[src/rtl/overlay_frame_sched_if.sv]
// Bus bundle for overlay_frame_sched: center input, SRAM read port and
// output pixel stream. master = scheduler side, slave = environment side.
interface overlay_frame_sched_if #(
  parameter int unsigned AW = 20
);
  // coordinate source
  logic          i_ctr_valid;
  logic          o_ctr_ready;
  logic [9:0]    i_ctr_row;
  logic [9:0]    i_ctr_col;
  // frame memory read port
  logic          o_rd_req;
  logic          i_rd_ack;
  logic [AW-1:0] o_rd_addr;
  logic          i_rd_valid;
  logic [31:0]   i_rd_data;
  // output pixel stream
  logic          o_valid;
  logic          i_ready;
  logic [31:0]   o_data;
  logic          o_sof;
  logic          o_eol;

  modport master (
    input  i_ctr_valid, i_ctr_row, i_ctr_col,
    input  i_rd_ack, i_rd_valid, i_rd_data, i_ready,
    output o_ctr_ready, o_rd_req, o_rd_addr, o_valid, o_data, o_sof, o_eol
  );

  modport slave (
    output i_ctr_valid, i_ctr_row, i_ctr_col,
    output i_rd_ack, i_rd_valid, i_rd_data, i_ready,
    input  o_ctr_ready, o_rd_req, o_rd_addr, o_valid, o_data, o_sof, o_eol
  );
endinterface

[src/rtl/overlay_frame_sched.sv]
// overlay_frame_sched: sequences one overlay pass over a W x H frame.
// Issues linear reads under credit flow control, tags each request with an
// inside-box flag, replaces boxed pixels with BOX_COLOR and streams results.
// Optional macro CENTER_CLAMP_EN: clamp the active center at LOAD so the box
// always lies fully on-frame.
module overlay_frame_sched #(
  parameter int unsigned W         = 800,
  parameter int unsigned H         = 600,
  parameter int unsigned HALF      = 64,
  parameter int unsigned DEPTH     = 4,
  parameter logic [31:0] BOX_COLOR = 32'h0000_03FF,
  parameter int unsigned AW        = 20
) (
  input  logic                  i_clk,
  input  logic                  i_rst_n,
  input  logic                  i_start,
  input  logic                  i_continuous,
  input  logic                  i_abort,
  overlay_frame_sched_if.master bus,
  output logic                  o_busy,
  output logic                  o_frame_done
);
  localparam int unsigned PW = (DEPTH > 1) ? $clog2(DEPTH) : 1;
  localparam int unsigned CW = PW + 1;
  localparam logic [CW:0]        DEPTH_C  = (CW+1)'(DEPTH);
  localparam logic [9:0]         COL_LAST = 10'(W - 1);
  localparam logic [9:0]         ROW_LAST = 10'(H - 1);
  localparam logic signed [11:0] HALF_S   = 12'(HALF);

  typedef enum logic [2:0] {S_IDLE, S_LOAD, S_RUN, S_DRAIN, S_DONE, S_FLUSH} state_t;
  state_t state, state_nx;

  logic [9:0]    shadow_row, shadow_col, act_row, act_col, ld_row, ld_col;
  logic [9:0]    row, col, out_row, out_col;
  logic [AW-1:0] addr;
  logic [CW-1:0] inflight, fifo_cnt;
  logic [CW:0]   credits;
  logic [PW-1:0] tag_wp, tag_rp, pix_wp, pix_rp;
  logic [DEPTH-1:0] tag_mem;
  logic [31:0]   pix_mem [DEPTH];
  logic [31:0]   push_data;
  logic          ack, rd_in, push, pop, last_req, abort_go, inbox;
  logic signed [11:0] r_s, c_s, rlo, rhi, clo, chi;

  assign credits  = {1'b0, inflight} + {1'b0, fifo_cnt};
  assign abort_go = i_abort && (state != S_IDLE);
  assign ack      = bus.o_rd_req && bus.i_rd_ack;
  assign rd_in    = bus.i_rd_valid && (inflight != '0);
  assign push     = rd_in && (state != S_FLUSH) && !abort_go;
  assign pop      = bus.o_valid && bus.i_ready;
  assign last_req = ack && (row == ROW_LAST) && (col == COL_LAST);
  assign push_data = tag_mem[tag_rp] ? BOX_COLOR : bus.i_rd_data;

  // box membership of the request being issued (signed, so off-frame edges clip)
  assign r_s   = $signed({2'b00, row});
  assign c_s   = $signed({2'b00, col});
  assign rlo   = $signed({2'b00, act_row}) - HALF_S;
  assign rhi   = $signed({2'b00, act_row}) + HALF_S;
  assign clo   = $signed({2'b00, act_col}) - HALF_S;
  assign chi   = $signed({2'b00, act_col}) + HALF_S;
  assign inbox = (rlo <= r_s) && (r_s < rhi) && (clo <= c_s) && (c_s < chi);

  // center value captured into the active register at LOAD
  always_comb begin
    ld_row = shadow_row;
    ld_col = shadow_col;
`ifdef CENTER_CLAMP_EN
    if (shadow_row < 10'(HALF))          ld_row = 10'(HALF);
    else if (shadow_row > 10'(H - HALF)) ld_row = 10'(H - HALF);
    if (shadow_col < 10'(HALF))          ld_col = 10'(HALF);
    else if (shadow_col > 10'(W - HALF)) ld_col = 10'(W - HALF);
`endif
  end

  // next-state and control outputs
  always_comb begin
    state_nx     = state;
    bus.o_rd_req = 1'b0;
    o_busy       = (state != S_IDLE);
    o_frame_done = (state == S_DONE);
    case (state)
      S_IDLE:  if (i_start) state_nx = S_LOAD;
      S_LOAD:  state_nx = S_RUN;
      S_RUN: begin
        bus.o_rd_req = !i_abort && (credits < DEPTH_C);
        if (last_req) state_nx = S_DRAIN;
      end
      S_DRAIN: if (inflight == '0 && fifo_cnt == '0) state_nx = S_DONE;
      S_DONE:  state_nx = i_continuous ? S_LOAD : S_IDLE;
      S_FLUSH: if (inflight == '0) state_nx = S_IDLE;
      default: state_nx = S_IDLE;
    endcase
    if (abort_go) state_nx = S_FLUSH;
  end

  // stream outputs; data is gated so an empty FIFO presents zeros
  always_comb begin
    bus.o_ctr_ready = 1'b1;
    bus.o_valid     = (fifo_cnt != '0) && (state != S_FLUSH);
    bus.o_data      = bus.o_valid ? pix_mem[pix_rp] : '0;
    bus.o_sof       = bus.o_valid && (out_row == '0) && (out_col == '0);
    bus.o_eol       = bus.o_valid && (out_col == COL_LAST);
    bus.o_rd_addr   = addr;
  end

  // FSM state register
  always_ff @(posedge i_clk or negedge i_rst_n) begin
    if (!i_rst_n) state <= S_IDLE;
    else          state <= state_nx;
  end

  // shadow center takes every offer; active center only updates at LOAD
  always_ff @(posedge i_clk or negedge i_rst_n) begin
    if (!i_rst_n) begin
      shadow_row <= '0; shadow_col <= '0; act_row <= '0; act_col <= '0;
    end else begin
      if (bus.i_ctr_valid) begin
        shadow_row <= bus.i_ctr_row;
        shadow_col <= bus.i_ctr_col;
      end
      if (state == S_LOAD) begin
        act_row <= ld_row;
        act_col <= ld_col;
      end
    end
  end

  // request-side raster position and linear address incrementer
  always_ff @(posedge i_clk or negedge i_rst_n) begin
    if (!i_rst_n) begin
      row <= '0; col <= '0; addr <= '0;
    end else if (state == S_LOAD) begin
      row <= '0; col <= '0; addr <= '0;
    end else if (ack) begin
      addr <= addr + AW'(1);
      if (col == COL_LAST) begin
        col <= '0;
        row <= row + 10'd1;
      end else begin
        col <= col + 10'd1;
      end
    end
  end

  // in-flight count and tag FIFO pointers (tags retire with returning data)
  always_ff @(posedge i_clk or negedge i_rst_n) begin
    if (!i_rst_n) begin
      inflight <= '0; tag_wp <= '0; tag_rp <= '0;
    end else begin
      if (ack)   tag_wp <= tag_wp + PW'(1);
      if (rd_in) tag_rp <= tag_rp + PW'(1);
      if (ack && !rd_in)      inflight <= inflight + CW'(1);
      else if (!ack && rd_in) inflight <= inflight - CW'(1);
    end
  end

  // tag storage
  always_ff @(posedge i_clk) begin
    if (ack) tag_mem[tag_wp] <= inbox;
  end

  // pixel FIFO control; abort empties it at once
  always_ff @(posedge i_clk or negedge i_rst_n) begin
    if (!i_rst_n) begin
      fifo_cnt <= '0; pix_wp <= '0; pix_rp <= '0;
    end else if (abort_go) begin
      fifo_cnt <= '0; pix_wp <= '0; pix_rp <= '0;
    end else begin
      if (push) pix_wp <= pix_wp + PW'(1);
      if (pop)  pix_rp <= pix_rp + PW'(1);
      if (push && !pop)      fifo_cnt <= fifo_cnt + CW'(1);
      else if (!push && pop) fifo_cnt <= fifo_cnt - CW'(1);
    end
  end

  // pixel storage
  always_ff @(posedge i_clk) begin
    if (push) pix_mem[pix_wp] <= push_data;
  end

  // output-side raster position for sof/eol
  always_ff @(posedge i_clk or negedge i_rst_n) begin
    if (!i_rst_n) begin
      out_row <= '0; out_col <= '0;
    end else if (state == S_LOAD) begin
      out_row <= '0; out_col <= '0;
    end else if (pop) begin
      if (out_col == COL_LAST) begin
        out_col <= '0;
        out_row <= out_row + 10'd1;
      end else begin
        out_col <= out_col + 10'd1;
      end
    end
  end
endmodule

[src/flat_wrapper.sv]
// flat-port wrapper written by rule: the top's interface ports become plain ports
module overlay_frame_sched_flat 
#(
  parameter int unsigned W         = 800,
  parameter int unsigned H         = 600,
  parameter int unsigned HALF      = 64,
  parameter int unsigned DEPTH     = 4,
  parameter logic [31:0] BOX_COLOR = 32'h0000_03FF,
  parameter int unsigned AW        = 20
)
  (i_clk, i_rst_n, i_start, i_continuous, i_abort, o_busy, o_frame_done, bus_i_ctr_valid, bus_i_ctr_row, bus_i_ctr_col, bus_i_rd_ack, bus_i_rd_valid, bus_i_rd_data, bus_i_ready, bus_o_ctr_ready, bus_o_rd_req, bus_o_rd_addr, bus_o_valid, bus_o_data, bus_o_sof, bus_o_eol);
  overlay_frame_sched_if #(.AW(AW)) bus_i ();
  input  logic i_clk;
  input  logic i_rst_n;
  input  logic i_start;
  input  logic i_continuous;
  input  logic i_abort;
  output logic o_busy;
  output logic o_frame_done;
  input wire logic [$bits(bus_i.i_ctr_valid)-1:0] bus_i_ctr_valid;
  input wire logic [$bits(bus_i.i_ctr_row)-1:0] bus_i_ctr_row;
  input wire logic [$bits(bus_i.i_ctr_col)-1:0] bus_i_ctr_col;
  input wire logic [$bits(bus_i.i_rd_ack)-1:0] bus_i_rd_ack;
  input wire logic [$bits(bus_i.i_rd_valid)-1:0] bus_i_rd_valid;
  input wire logic [$bits(bus_i.i_rd_data)-1:0] bus_i_rd_data;
  input wire logic [$bits(bus_i.i_ready)-1:0] bus_i_ready;
  output wire logic [$bits(bus_i.o_ctr_ready)-1:0] bus_o_ctr_ready;
  output wire logic [$bits(bus_i.o_rd_req)-1:0] bus_o_rd_req;
  output wire logic [$bits(bus_i.o_rd_addr)-1:0] bus_o_rd_addr;
  output wire logic [$bits(bus_i.o_valid)-1:0] bus_o_valid;
  output wire logic [$bits(bus_i.o_data)-1:0] bus_o_data;
  output wire logic [$bits(bus_i.o_sof)-1:0] bus_o_sof;
  output wire logic [$bits(bus_i.o_eol)-1:0] bus_o_eol;
  assign bus_i.i_ctr_valid = bus_i_ctr_valid;
  assign bus_i.i_ctr_row = bus_i_ctr_row;
  assign bus_i.i_ctr_col = bus_i_ctr_col;
  assign bus_i.i_rd_ack = bus_i_rd_ack;
  assign bus_i.i_rd_valid = bus_i_rd_valid;
  assign bus_i.i_rd_data = bus_i_rd_data;
  assign bus_i.i_ready = bus_i_ready;
  assign bus_o_ctr_ready = bus_i.o_ctr_ready;
  assign bus_o_rd_req = bus_i.o_rd_req;
  assign bus_o_rd_addr = bus_i.o_rd_addr;
  assign bus_o_valid = bus_i.o_valid;
  assign bus_o_data = bus_i.o_data;
  assign bus_o_sof = bus_i.o_sof;
  assign bus_o_eol = bus_i.o_eol;
  overlay_frame_sched #(.W(W), .H(H), .HALF(HALF), .DEPTH(DEPTH), .BOX_COLOR(BOX_COLOR), .AW(AW)) u_core (.i_clk(i_clk), .i_rst_n(i_rst_n), .i_start(i_start), .i_continuous(i_continuous), .i_abort(i_abort), .bus(bus_i), .o_busy(o_busy), .o_frame_done(o_frame_done));
endmodule
[config.mk]
export PLATFORM = sky130hd
export DESIGN_NAME = overlay_frame_sched_flat
export DESIGN_NICKNAME = d
export VERILOG_FILES = /design/src/rtl/overlay_frame_sched_if.sv /design/src/rtl/overlay_frame_sched.sv /design/src/flat_wrapper.sv
export SDC_FILE = /design/constraint.sdc
export NUM_CORES = 1
export LEC_CHECK = 0
export BUFFER_PORTS_ARGS = -buffer_cell sky130_fd_sc_hd__buf_4
export CAP_MARGIN = 10
export CELL_PAD_IN_SITES_DETAIL_PLACEMENT = 0
export CELL_PAD_IN_SITES_GLOBAL_PLACEMENT = 2
export CORE_UTILIZATION = 45
export CTS_BUF_LIST = sky130_fd_sc_hd__clkbuf_4 sky130_fd_sc_hd__clkbuf_8
export DETAILED_ROUTE_END_ITERATION = 6
export PLACE_DENSITY = 0.94
export SETUP_SLACK_MARGIN = 0.02
export SYNTH_ARGS = -nofsm -noshare
export SYNTH_HDL_FRONTEND = slang
export SYNTH_SLANG_ARGS = --single-unit
[constraint.sdc]
create_clock -name i_clk -period 4 [get_ports i_clk]
set_input_delay 0.2 -clock i_clk [delete_from_list [all_inputs] [get_ports i_clk]]
set_output_delay 0.2 -clock i_clk [all_outputs]
set_load 0.005 [all_outputs]
# Word-level counts from Yosys, hierarchy flattened
# Memory sizes are Yosys's and may differ from the RTL's.
# Cells that the tools add are included.
[word_totals]
out_inout_bits = 59
latch_bits = 0
memories = 1
reg_bits = 121
romBits = 0
input_bits = 61
ramBits = 128
word_cells = 144
[memory_table]
columns = ["memory", "depth", "width", "read_ports", "rd_clocked_by_memory_dff", "write_ports", "line_no", "rtl"]
rows = [
  ["u_core.pix_mem", 4, 32, 1, 0, 1, "overlay_frame_sched.sv:40", "logic [31:0] pix_mem [DEPTH];"],
]
[classes]
magnitude_cmp = 8
mul = 0
n_eq_ne = 13
addsub = 18
n_reduce_logical = 47
muxes = 40
div_mod_pow = 0
bitwise = 0
n_shift = 0
[ops]
columns = ["op", "n"]
rows = [
  ["10-bit two-way mux", 12],
  ["32-bit two-way mux", 2],
  ["10-bit by 1-bit adder with 10-bit output (second input constant)", 4],
  ["20-bit two-way mux", 2],
  ["10-bit == test (second input constant)", 3],
  ["3-bit two-way mux", 10],
  ["12-bit by 11-bit less-or-equal comparator with 1-bit output", 2],
  ["11-bit by 12-bit < comparator with 1-bit output", 2],
  ["10-bit by 7-bit adder with 11-bit output (second input constant)", 2],
  ["1-bit logical AND", 22],
  ["10-bit by 7-bit subtractor with 11-bit output (second input constant)", 2],
  ["20-bit by 1-bit adder with 20-bit output (second input constant)", 1],
  ["10-bit zero test", 2],
  ["3-bit one-hot mux with 6 select lines", 1],
  ["2-bit nonzero test", 7],
  ["3-bit nonzero test", 4],
  ["3-bit zero test", 3],
  ["3-bit by 1-bit inequality test with 1-bit output (second input constant)", 3],
  ["2-bit by 1-bit adder with 2-bit output (second input constant)", 4],
  ["2-bit two-way mux", 4],
  ["3-bit by 1-bit adder with 3-bit output (second input constant)", 2],
  ["3-bit by 2-bit == test with 1-bit output (second input constant)", 2],
  ["3-bit == test (second input constant)", 2],
  ["1-bit zero test", 6],
  ["other kinds (14)", 22],
]

# Logic depth before layout (Yosys ltp)
# Gate-level depths: netlist of the first run.
[depth]
depth_word = 10
ltp_mapped = 11
mapped_depth_nobuf = 10

# Worst setup path after synthesis of the first run
# OpenSTA, ideal clock, no wires.
[synth_path]
path_type = "register to register"
startpoint = "register u_core.inflight[1]"
endpoint = "register u_core.inflight[2]"
arrival_time_ns = 2.466
path_slack_ns = 1.455
n_path_buf = 1
setup_ns = 0.079
period_less_slack_ns = 2.545
t_required_ns = 3.921
stages_incl_launch_ff = 12
cell_sequence = "dfrtp_1 ha_1 nor4b_2 nand4_1 inv_2 buf_1 ha_1 inv_1 fa_1 xor2_1 nor2_1 xor2_1"
[synth_between]
elab_chain_cells = 8
elab_cells_between_ends = 16
classes_between = "add/sub: 3; order compare: 1; mux: 3; reduce/logical: 9"
[synth_lines]
columns = ["item", "line_no", "rtl"]
rows = [
  ["start: declaration", "overlay_frame_sched.sv:36", "logic [CW-1:0] inflight, fifo_cnt;"],
  ["start signal: assignment", "overlay_frame_sched.sv:152", "if (ack && !rd_in) inflight <= inflight + CW'(1);"],
  ["start signal: assignment", "overlay_frame_sched.sv:153", "else if (!ack && rd_in) inflight <= inflight - CW'(1);"],
  ["3-bit by 3-bit adder with 4-bit output *", "overlay_frame_sched.sv:45", "assign credits = {1'b0, inflight} + {1'b0, fifo_cnt};"],
  ["4-bit by 3-bit < comparator with 1-bit output *", "overlay_frame_sched.sv:85", "bus.o_rd_req = !i_abort && (credits < DEPTH_C);"],
  ["1-bit logical AND *", "overlay_frame_sched.sv:85", ""],
  ["1-bit two-way mux *", "overlay_frame_sched.sv:81", "case (state)"],
  ["1-bit logical AND *", "overlay_frame_sched.sv:47", "assign ack = bus.o_rd_req && bus.i_rd_ack;"],
  ["via u_core.ack", "overlay_frame_sched.sv:42", "logic ack, rd_in, push, pop, last_req, abort_go, inbox;"],
  ["1-bit zero test", "overlay_frame_sched.sv:153", ""],
  ["1-bit logical AND", "overlay_frame_sched.sv:153", ""],
  ["2-bit nonzero test (no source line)", "--", ""],
]
# Mark *: on every way through the listed nets, which the timed path passes. The rest lies on a longest branch. The select of a mux whose other input is x is not followed.
# A chain may end at the register's enable or synchronous reset.

# Worst setup path after layout of the first run
[layout_path]
startpoint = "register u_core.state[1]"
endpoint = "register u_core.fifo_cnt[2]"
[layout_between]
elab_chain_cells = 7
elab_cells_between_ends = 15
classes_between = "eq/ne: 1; mux: 2; reduce/logical: 12"
[layout_lines]
columns = ["item", "line_no", "rtl"]
rows = [
  ["start: declaration", "overlay_frame_sched.sv:31", "state_t state, state_nx;"],
  ["start signal: assignment", "overlay_frame_sched.sv:109", "else state <= state_nx;"],
  ["3-bit inequality test or 3-bit nonzero test (tied branches)", "overlay_frame_sched.sv:49, overlay_frame_sched.sv:99, overlay_frame_sched.sv:46", ""],
  ["1-bit logical AND, on equally long branches", "overlay_frame_sched.sv:99, overlay_frame_sched.sv:46", ""],
  ["1-bit logical AND or 1-bit zero test (tied branches)", "overlay_frame_sched.sv:50, overlay_frame_sched.sv:49", ""],
  ["1-bit zero test or 1-bit logical AND (tied branches)", "overlay_frame_sched.sv:171, overlay_frame_sched.sv:49", ""],
  ["1-bit logical AND or 1-bit zero test (tied branches)", "overlay_frame_sched.sv:171, overlay_frame_sched.sv:172", ""],
  ["3-bit two-way mux or 1-bit logical AND (tied branches)", "overlay_frame_sched.sv:171, overlay_frame_sched.sv:172", ""],
  ["3-bit two-way mux or 3-bit nonzero test (tied branches)", "--", ""],
  ["end signal: assignment", "overlay_frame_sched.sv:171", "if (push && !pop) fifo_cnt <= fifo_cnt + CW'(1);"],
  ["end signal: assignment", "overlay_frame_sched.sv:172", "else if (!push && pop) fifo_cnt <= fifo_cnt - CW'(1);"],
  ["end: declaration", "overlay_frame_sched.sv:36", ""],
]
# Several ways; a longest one is shown, not always the timed one.

==> results.txt, run 1 <==
----------------------------------------------------
[Floorplan]
  Horizontal die dimension ... 167 µm
  Die Height ... 167 µm
  Effective utilization at floorplan ... 0.463
  Core footprint ... 26400 µm²
  Row cnt ... 59
  Total I/O pin count ... 120
  Full die area ... 27800 µm²

[Placed design]
  HPWL after detailed placement ... 16500 µm
  Final RePlAce weighted congestion ... 0.815
  Placed Area ... 13400 µm²
  Number of port buffers ... 118

[STA]
  Sum Neg Setup Slack ... 0 ns
  Setup repair after global routing missed its margin ... false
  Rel. slew slack ... 0.413
  Final Max Slew Viols ... 0
  Worst Max-Slew Pin Slew ... 0.880 ns
  Crit share post-route ... 0.726
  Maximum clock frequency ... 0.344 GHz
  Final hold slack ... 0.0630 ns
  Final Hold Vio Count ... 0
  Final setup fails ... 0
  Min Clock Period, post-route ... 2.91 ns
  Worst clock skew on the final layout ... 0.0268 ns

[Yosys]
  Fraction of the yosys area taken by sequential cells ... 0.564
  Synthesized net count ... 1113
  Fraction of post-synthesis cell area in the top cell type by area ... 0.325
  Leading cell type by number of instances after synthesis ... edfxtp_1
  Biggest area contributors in the synthesized netlist ... edfxtp_1 32%, dfrtp_1 24%, ha_1 6.5%
  Commonest cells in the netlist ... 132 x edfxtp_1, 117 x dfrtp_1, 76 x nand2_1
  Post-synthesis instance area ... 12200 µm²
  Number of warning messages in the yosys log ... 0
  Number of storage elements in the synthesis netlist ... 249
  Share of flip-flops with an asynchronous set or reset after synthesis ... 0.470
  EDFF count, synth ... 132
  Post-Synthesis Mean Instance Area ... 12.4 µm²
  Count of unique library cells instantiated by Yosys ... 70
  Library cell with the largest summed area after synthesis ... edfxtp_1
  Flip-flop cell with the highest count after synthesis ... edfxtp_1
  Synth Instances ... 987

[Critical path]
  CP top delay family ... simple AND/OR/NAND/NOR gates
  Data arrival, critical path ... 3.39 ns
  Slowest cell on the critical path ... dfrtp_1
  Required time of the worst setup path ... 4.48 ns
  Type of the setup path with the least slack ... reg2reg
  Maximum single-stage delay on the critical path ... 0.59 ns
  Type of destination of the critical path ... register
  Crit path buffers/inverters ... 1
  Cells traversed along the worst timing path ... nand3b_2, and3_1, inv_2, ha_1, fa_1, xnor2_1, or3_1, a21oi_1
  Biggest fanout along the worst timing path ... 15
  Kind of launch point of the worst setup path ... register

[Clock network]
  CTS resizes ... 0
  Post-CTS Repair Setup Buffers ... 0
  Clock-pin transition on the worst setup and hold timing paths ... 0.06 ns
  CTS Root Cell ... clkbuf_8
  Largest buffer count on any clock path ... 3
  Clock latency at the later pin of the worst-skew pair ... 0.56 ns
  CTS tree ... yes
  Number of clock buffers inserted by TritonCTS ... 44
  H-tree lvl count ... 2
  CTS sink count ... 249
  Post-cts hold buffer count ... 33

[Routing]
  Wirelength per Cell ... 16.7 µm
  Count of TritonRoute iterations in the first routing pass ... 5
  Routed wire length ... 25400 µm
  Residual antenna-violating net count after detailed routing ... 0
  Detailed-route vias per instance ... 5.32
  Remaining design rule violation count ... 0
  Total number of vias ... 8094
  Violation count after the first detailed-routing iteration ... 581

[Cells and area]
  Cell area after layout ... 14700 µm²
  Fill cell count ... 2180
  Syn-to-layout area delta ... 20.6%
  Proportion of layout cells with a drive suffix above 1 ... 0.254
  Final #Nets ... 1277
  Diodes inserted ... 0

[Global route]
  Remaining Overflow, GRT ... 0
  Number of global-route vias before repair ... 8205
  Global-route wire length before repair ... 42200 µm
  Antenna violations before repair ... 0
  Global Route Usage Sum ... 0.189
  Maximum number of pins on one net before global-route repair ... 64

[Outcome]
  Result of the run ... complete, no violations

[Power]
  Logic gate share of total power ... 0.309
  Flop pwr share ... 0.401
  Leakage ... 6.06 nW
  Net switching power ... 2.83 mW
  Cell internal power dissipation ... 5.81 mW
  Power share of the clock group ... 0.290
  Power density relative to cell area ... 587 nW/µm²
  Fraction of power spent switching nets ... 0.327
  Worst supply voltage drop on vdd ... 0.300 mV

[Run]
  Max-cap violation count ... 0

[Min path]
  Hold WC Path Type ... in2reg

----------------------------------------------------
-- routing by layer --
layer / global-route usage / vias to the layer above / part of all wire
met5: 0 / - / 0
met4: 0.0588 / 0 / 0.019
met3: 0.0326 / 46 / 0.045
met2: 0.322 / 178 / 0.50
met1: 0.247 / 3930 / 0.44
li1: - / 3940 / -
-- final timing paths --
kind | from | to | slack, ns | cells after the start
worst max-delay path | u_core.state[1]$_DFFE_PN0P_ | u_core.fifo_cnt[2]$_DFFE_PN0P_ | 1.09 | 8
worst min-delay path | bus_i_rd_data[22] | u_core.pix_mem[0][22]$_DFFE_PP_ | 0.06 | 2
worst max register to register | u_core.state[1]$_DFFE_PN0P_ | u_core.fifo_cnt[2]$_DFFE_PN0P_ | 1.09 | 8
worst min register to register | u_core.ld_col[8]$_DFFE_PN0P_ | u_core.act_col[8]$_DFFE_PN0N_ | 0.47 | 2
max in group asynchronous | i_rst_n | u_core.tag_wp[0]$_DFFE_PN0P_ | 2.74 | 3
min in group asynchronous | i_rst_n | u_core.bus.o_rd_addr[14]$_DFFE_PN0P_ | 0.30 | 2
-- power by group through the flow --
stage,logic (mW),clock network [mW],registers (mW)
2_1_floorplan,1.94,0,3.36
3_3_place_gp,2.64,0,3.49
3_5_place_dp,2.68,0,3.51
4_1_cts,2.72,2.59,3.47
5_1_grt,3.00,2.69,3.52
6_report,2.67,2.51,3.46
-- flip-flops by register name, summed over array words and instances, names as in the netlist, 3 cells and up --
register / cells
u_core.pix_mem: 128
u_core.bus.o_rd_addr: 20
u_core.act_col: 10
u_core.act_row: 10
u_core.col: 10
u_core.ld_col: 10
u_core.ld_row: 10
u_core.out_col: 10
u_core.out_row: 10
u_core.row: 10
u_core.tag_mem: 4
u_core.fifo_cnt: 3
u_core.inflight: 3
u_core.state: 3
-- logic make-up (layout without fill, tap and decap cells) --
kind of cell / Yosys count / count (layout) / share of synthesized area
compound gates: 115 / 115 / 0.0607
xor+xnor: 49 / 49 / 0.0351
fa+ha+maj: 65 / 65 / 0.0678
buf+inv: 104 / 304 / 0.0341
flops: 249 / 249 / 0.564
mux: 56 / 56 / 0.0819
other cells: 1 / 1 / 0.000307
simple gates: 348 / 348 / 0.156
-- through the flow --
stage / std cells / util / worst slack, ns / power [mW]
6_report: 1522 / 0.559 / 1.09 / 8.64
5_1_grt: 1522 / 0.559 / 0.851 / 9.22
4_1_cts: 1522 / 0.559 / 1.11 / 8.77
3_5_place_dp: 1407 / 0.510 / 1.14 / 6.19
3_3_place_gp: 1407 / 0.510 / 1.18 / 6.13
2_1_floorplan: 987 / - / 1.46 / 5.30
-- cells in the final DEF, fill, tap and decap left out, types with 37 or more instances in the layout --
cell type    n
o21ai_0     40
nand2_1     76
nand3_1     37
clkbuf_8    50
edfxtp_1   132
dfrtp_1    115
inv_1       55
nor2_1      61
and3_1      41
buf_4      132
ha_1        63
-- final cells by class --
cell class              count  area (µm²)  share of cell area
repair buffers            165        1320              0.0897
inverters                  57         214              0.0145
flip-flops and latches    249        6890               0.468
well taps                 335         419              0.0285
multi-input cells         634        4910               0.334
clock inverters            15         149              0.0101
clock buffers              67         816              0.0554
(Power assumes the default switching activity.)
==> run 2: changes to the inputs <==
--- a/config.mk
+++ b/config.mk
@@ -9,10 +9,10 @@
 export CAP_MARGIN = 10
 export CELL_PAD_IN_SITES_DETAIL_PLACEMENT = 0
 export CELL_PAD_IN_SITES_GLOBAL_PLACEMENT = 2
-export CORE_UTILIZATION = 45
+export CORE_UTILIZATION = 42
 export CTS_BUF_LIST = sky130_fd_sc_hd__clkbuf_4 sky130_fd_sc_hd__clkbuf_8
 export DETAILED_ROUTE_END_ITERATION = 6
-export PLACE_DENSITY = 0.94
+export PLACE_DENSITY = 0.89
 export SETUP_SLACK_MARGIN = 0.02
 export SYNTH_ARGS = -nofsm -noshare
 export SYNTH_HDL_FRONTEND = slang
==> constraint.sdc (replaced) <==
create_clock -name i_clk -period 2.99 [get_ports i_clk]
set_input_delay 0.1495 -clock i_clk [delete_from_list [all_inputs] [get_ports i_clk]]
set_output_delay 0.1495 -clock i_clk [all_outputs]
set_load 0.005 [all_outputs]
==> results.txt, run 2 (synthesis gave the netlist of run 1 again) <==
----------------------------------------------------
[STA]
  Maximum clock frequency ... 0.389 GHz
  Setup repair after global routing missed its margin ... false (unchanged)
  Sum Neg Setup Slack ... 0 ns (unchanged)
  Worst clock skew on the final layout ... 0.0270 ns (was 0.0268 ns)
  Worst Max-Slew Pin Slew ... 0.750 ns (was 0.880 ns)
  Setup WS post-layout ... 0.417 ns (was 1.09 ns)
  Final setup fails ... 0 (unchanged)
  Final Max Slew Viols ... 0 (unchanged)
  Final Hold Vio Count ... 0 (unchanged)
  Crit share post-route ... 0.860
  Rel. slew slack ... 0.500 (was 0.413)
  Min Clock Period, post-route ... 2.57 ns

[Floorplan]
  Horizontal die dimension ... 173 µm (was 167 µm)
  Row cnt ... 62 (was 59)
  Core footprint ... 28600 µm² (was 26400 µm²)
  Die Height ... 173 µm (was 167 µm)
  Total I/O pin count ... 120 (unchanged)
  Full die area ... 29800 µm² (was 27800 µm²)
  Effective utilization at floorplan ... 0.427 (was 0.463)

[Global route]
  Global Route Usage Sum ... 0.177 (was 0.189)
  Number of global-route vias before repair ... 8353 (was 8205)
  Maximum number of pins on one net before global-route repair ... 69 (was 64)
  Remaining Overflow, GRT ... 0 (unchanged)
  Antenna violations before repair ... 1 (was 0)
  Global-route wire length before repair ... 42700 µm (was 42200 µm)

[Cells and area]
  Area used by sequential logic in the layout ... 6890 µm² (about the same)
  Most frequent standard cell in the layout excluding fill and tap cells ... buf_4
  Number of flip-flops in the largest register ... 128 (unchanged)
  Cell area after layout ... 15000 µm² (was 14700 µm²)
  Diodes inserted ... 0 (unchanged)
  Register containing the most flip-flops in the final layout ... u_core.pix_mem (unchanged)
  Proportion of layout cells with a drive suffix above 1 ... 0.252 (was 0.254)
  Commonest non-fill, non-tap cells in the layout ... 135 x buf_4, 132 x edfxtp_1, 116 x dfrtp_1 (was 132 x buf_4, 132 x edfxtp_1, 115 x dfrtp_1)
  Area taken by multi-input logic gates ... 4910 µm² (unchanged)
  Fill cell count ... 2472 (was 2180)
  Final #Nets ... 1297 (was 1277)
  Syn-to-layout area delta ... 22.7% (was 20.6%)

[Routing]
  Count of TritonRoute iterations in the first routing pass ... 5 (unchanged)
  Detailed-route vias per instance ... 5.17 (was 5.32)
  Remaining design rule violation count ... 0 (unchanged)
  Violation count after the first detailed-routing iteration ... 509 (was 581)
  Total number of vias ... 8203 (was 8094)
  Wirelength per Cell ... 16.2 µm (was 16.7 µm)
  Routed wire length ... 25700 µm (was 25400 µm)
  Residual antenna-violating net count after detailed routing ... 0 (unchanged)

[Power]
  Power density relative to cell area ... 771 nW/µm² (was 587 nW/µm²)
  Leakage ... 6.14 nW (was 6.06 nW)
  Worst supply voltage drop on vdd ... 0.408 mV (was 0.300 mV)

[Run]
  Max-cap violation count ... 0 (unchanged)

[Placed design]
  Placed Area ... 13600 µm² (was 13400 µm²)
  Worst setup slack after placement ... 0.456 ns (was 1.14 ns)
  HPWL after detailed placement ... 16800 µm (was 16500 µm)
  Number of port buffers ... 118 (unchanged)
  Final RePlAce weighted congestion ... 0.878 (was 0.815)

[Clock network]
  CTS Root Cell ... clkbuf_8 (unchanged)
  H-tree lvl count ... 2 (unchanged)
  Clock latency at the later pin of the worst-skew pair ... 0.56 ns (about the same)
  CTS tree ... yes (unchanged)
  Largest buffer count on any clock path ... 3 (unchanged)
  CTS sink count ... 249 (unchanged)
  Clock-pin transition on the worst setup and hold timing paths ... 0.06 ns (about the same)
  Number of clock buffers inserted by TritonCTS ... 43 (was 44)

[Min path]
  Hold WC Path Type ... in2reg (unchanged)

[Critical path]
  Dominant cell type by count on the critical path ... buf_4
  Cells traversed along the worst timing path ... or3_1, buf_4, and2_1, nand3_1, nor4_1, buf_4 (was nand3b_2, and3_1, inv_2, ha_1, fa_1, xnor2_1, or3_1, a21oi_1)
  Kind of launch point of the worst setup path ... register (unchanged)
  Type of the setup path with the least slack ... reg2out (was reg2reg)
  Required time of the worst setup path ... 2.84 ns (was 4.48 ns)
  Data arrival, critical path ... 2.42 ns (was 3.39 ns)
  Maximum single-stage delay on the critical path ... 0.41 ns (was 0.59 ns)
  Slowest cell on the critical path ... dfrtp_1 (unchanged)
  Biggest fanout along the worst timing path ... 37 (was 15)
  Type of destination of the critical path ... output pin (was register)

[Outcome]
  Result of the run ... complete, no violations (unchanged)

----------------------------------------------------
## run 2: cell types whose count changed in the layout (fill, tap and decap cells not counted), sizes merged
cell         delta
inv             +1
clkbuf          -1
clkinv          -3
clkinvlp        -1
dlygate4sd3    +12
bufinv          -1
buf             +9
## run 2: layer usage
| layer | track usage | share of wire | vias up |
|---|---|---|---|
| met1 | 0.232 | 0.45 | 4013 |
| met3 | 0.0332 | 0.042 | 40 |
| met4 | 0.0584 | 0.020 | 2 |
| met2 | 0.295 | 0.49 | 174 |
| met5 | 0 | 0.00051 | - |
| li1 | - | - | 3974 |
## run 2: critical path, delay by kind of cell (launching register included)
family | cells | cell delay (ns)
flops | 1 | 0.41
buf+inv | 2 | 0.56
simple gates | 4 | 0.89
## run 2: repair_timing
| item | 4_1_cts | 5_1_grt |
|---|---|---|
| hold buffers | 45 | 0 |
| setup buffers | 0 | 0 |
| gates resized for setup | 0 | 0 |
| endpoints found under the hold margin | 157 | 0 |
## run 2: area by class of cell
type                            instances  share of cell area
Clock inverter                         11             0.00693
Multi-Input combinational cell        634               0.328
Clock buffer                           66              0.0535
Tap cell                              384              0.0321
Inverter                               57              0.0143
Timing Repair Buffer                  186               0.106
Sequential cell                       249               0.460
## run 2: final timing paths
check	start	end	slack (ns)	cells after the start
min	bus_i_rd_data[12]	u_core.pix_mem[1][12]$_DFFE_PP_	0.04	2
min in group asynchronous	i_rst_n	u_core.out_col[0]$_DFFE_PN0P_	0.20	2
min reg2reg	u_core.ld_col[8]$_DFFE_PN0P_	u_core.act_col[8]$_DFFE_PN0N_	0.46	2
max	u_core.fifo_cnt[0]$_DFFE_PN0P_	bus_o_sof	0.42	6
max reg2reg	u_core.act_col[6]$_DFFE_PN0N_	u_core.tag_mem[2]$_DFFE_PP_	0.45	9
max in group asynchronous	i_rst_n	u_core.ld_col[4]$_DFFE_PN0P_	1.95	3
## run 2: through the flow
stage               utilization  power, mW  hold slack [ns]  std cells
detailed placement        0.476       8.39            0.240       1465
global route              0.524       12.3           0.0106       1587
CTS                       0.524       11.7          0.00445       1587
global placement          0.476       8.33            0.244       1465
floorplan                     -       7.09           -0.146        987
finish                    0.524       11.5           0.0403       1587
## run 2: power breakdown
group          internal [mW]  total, mW  switching [mW]
clock network           1.82       3.20            1.38
registers               4.23       4.58           0.345
logic                   1.69       3.77            2.07
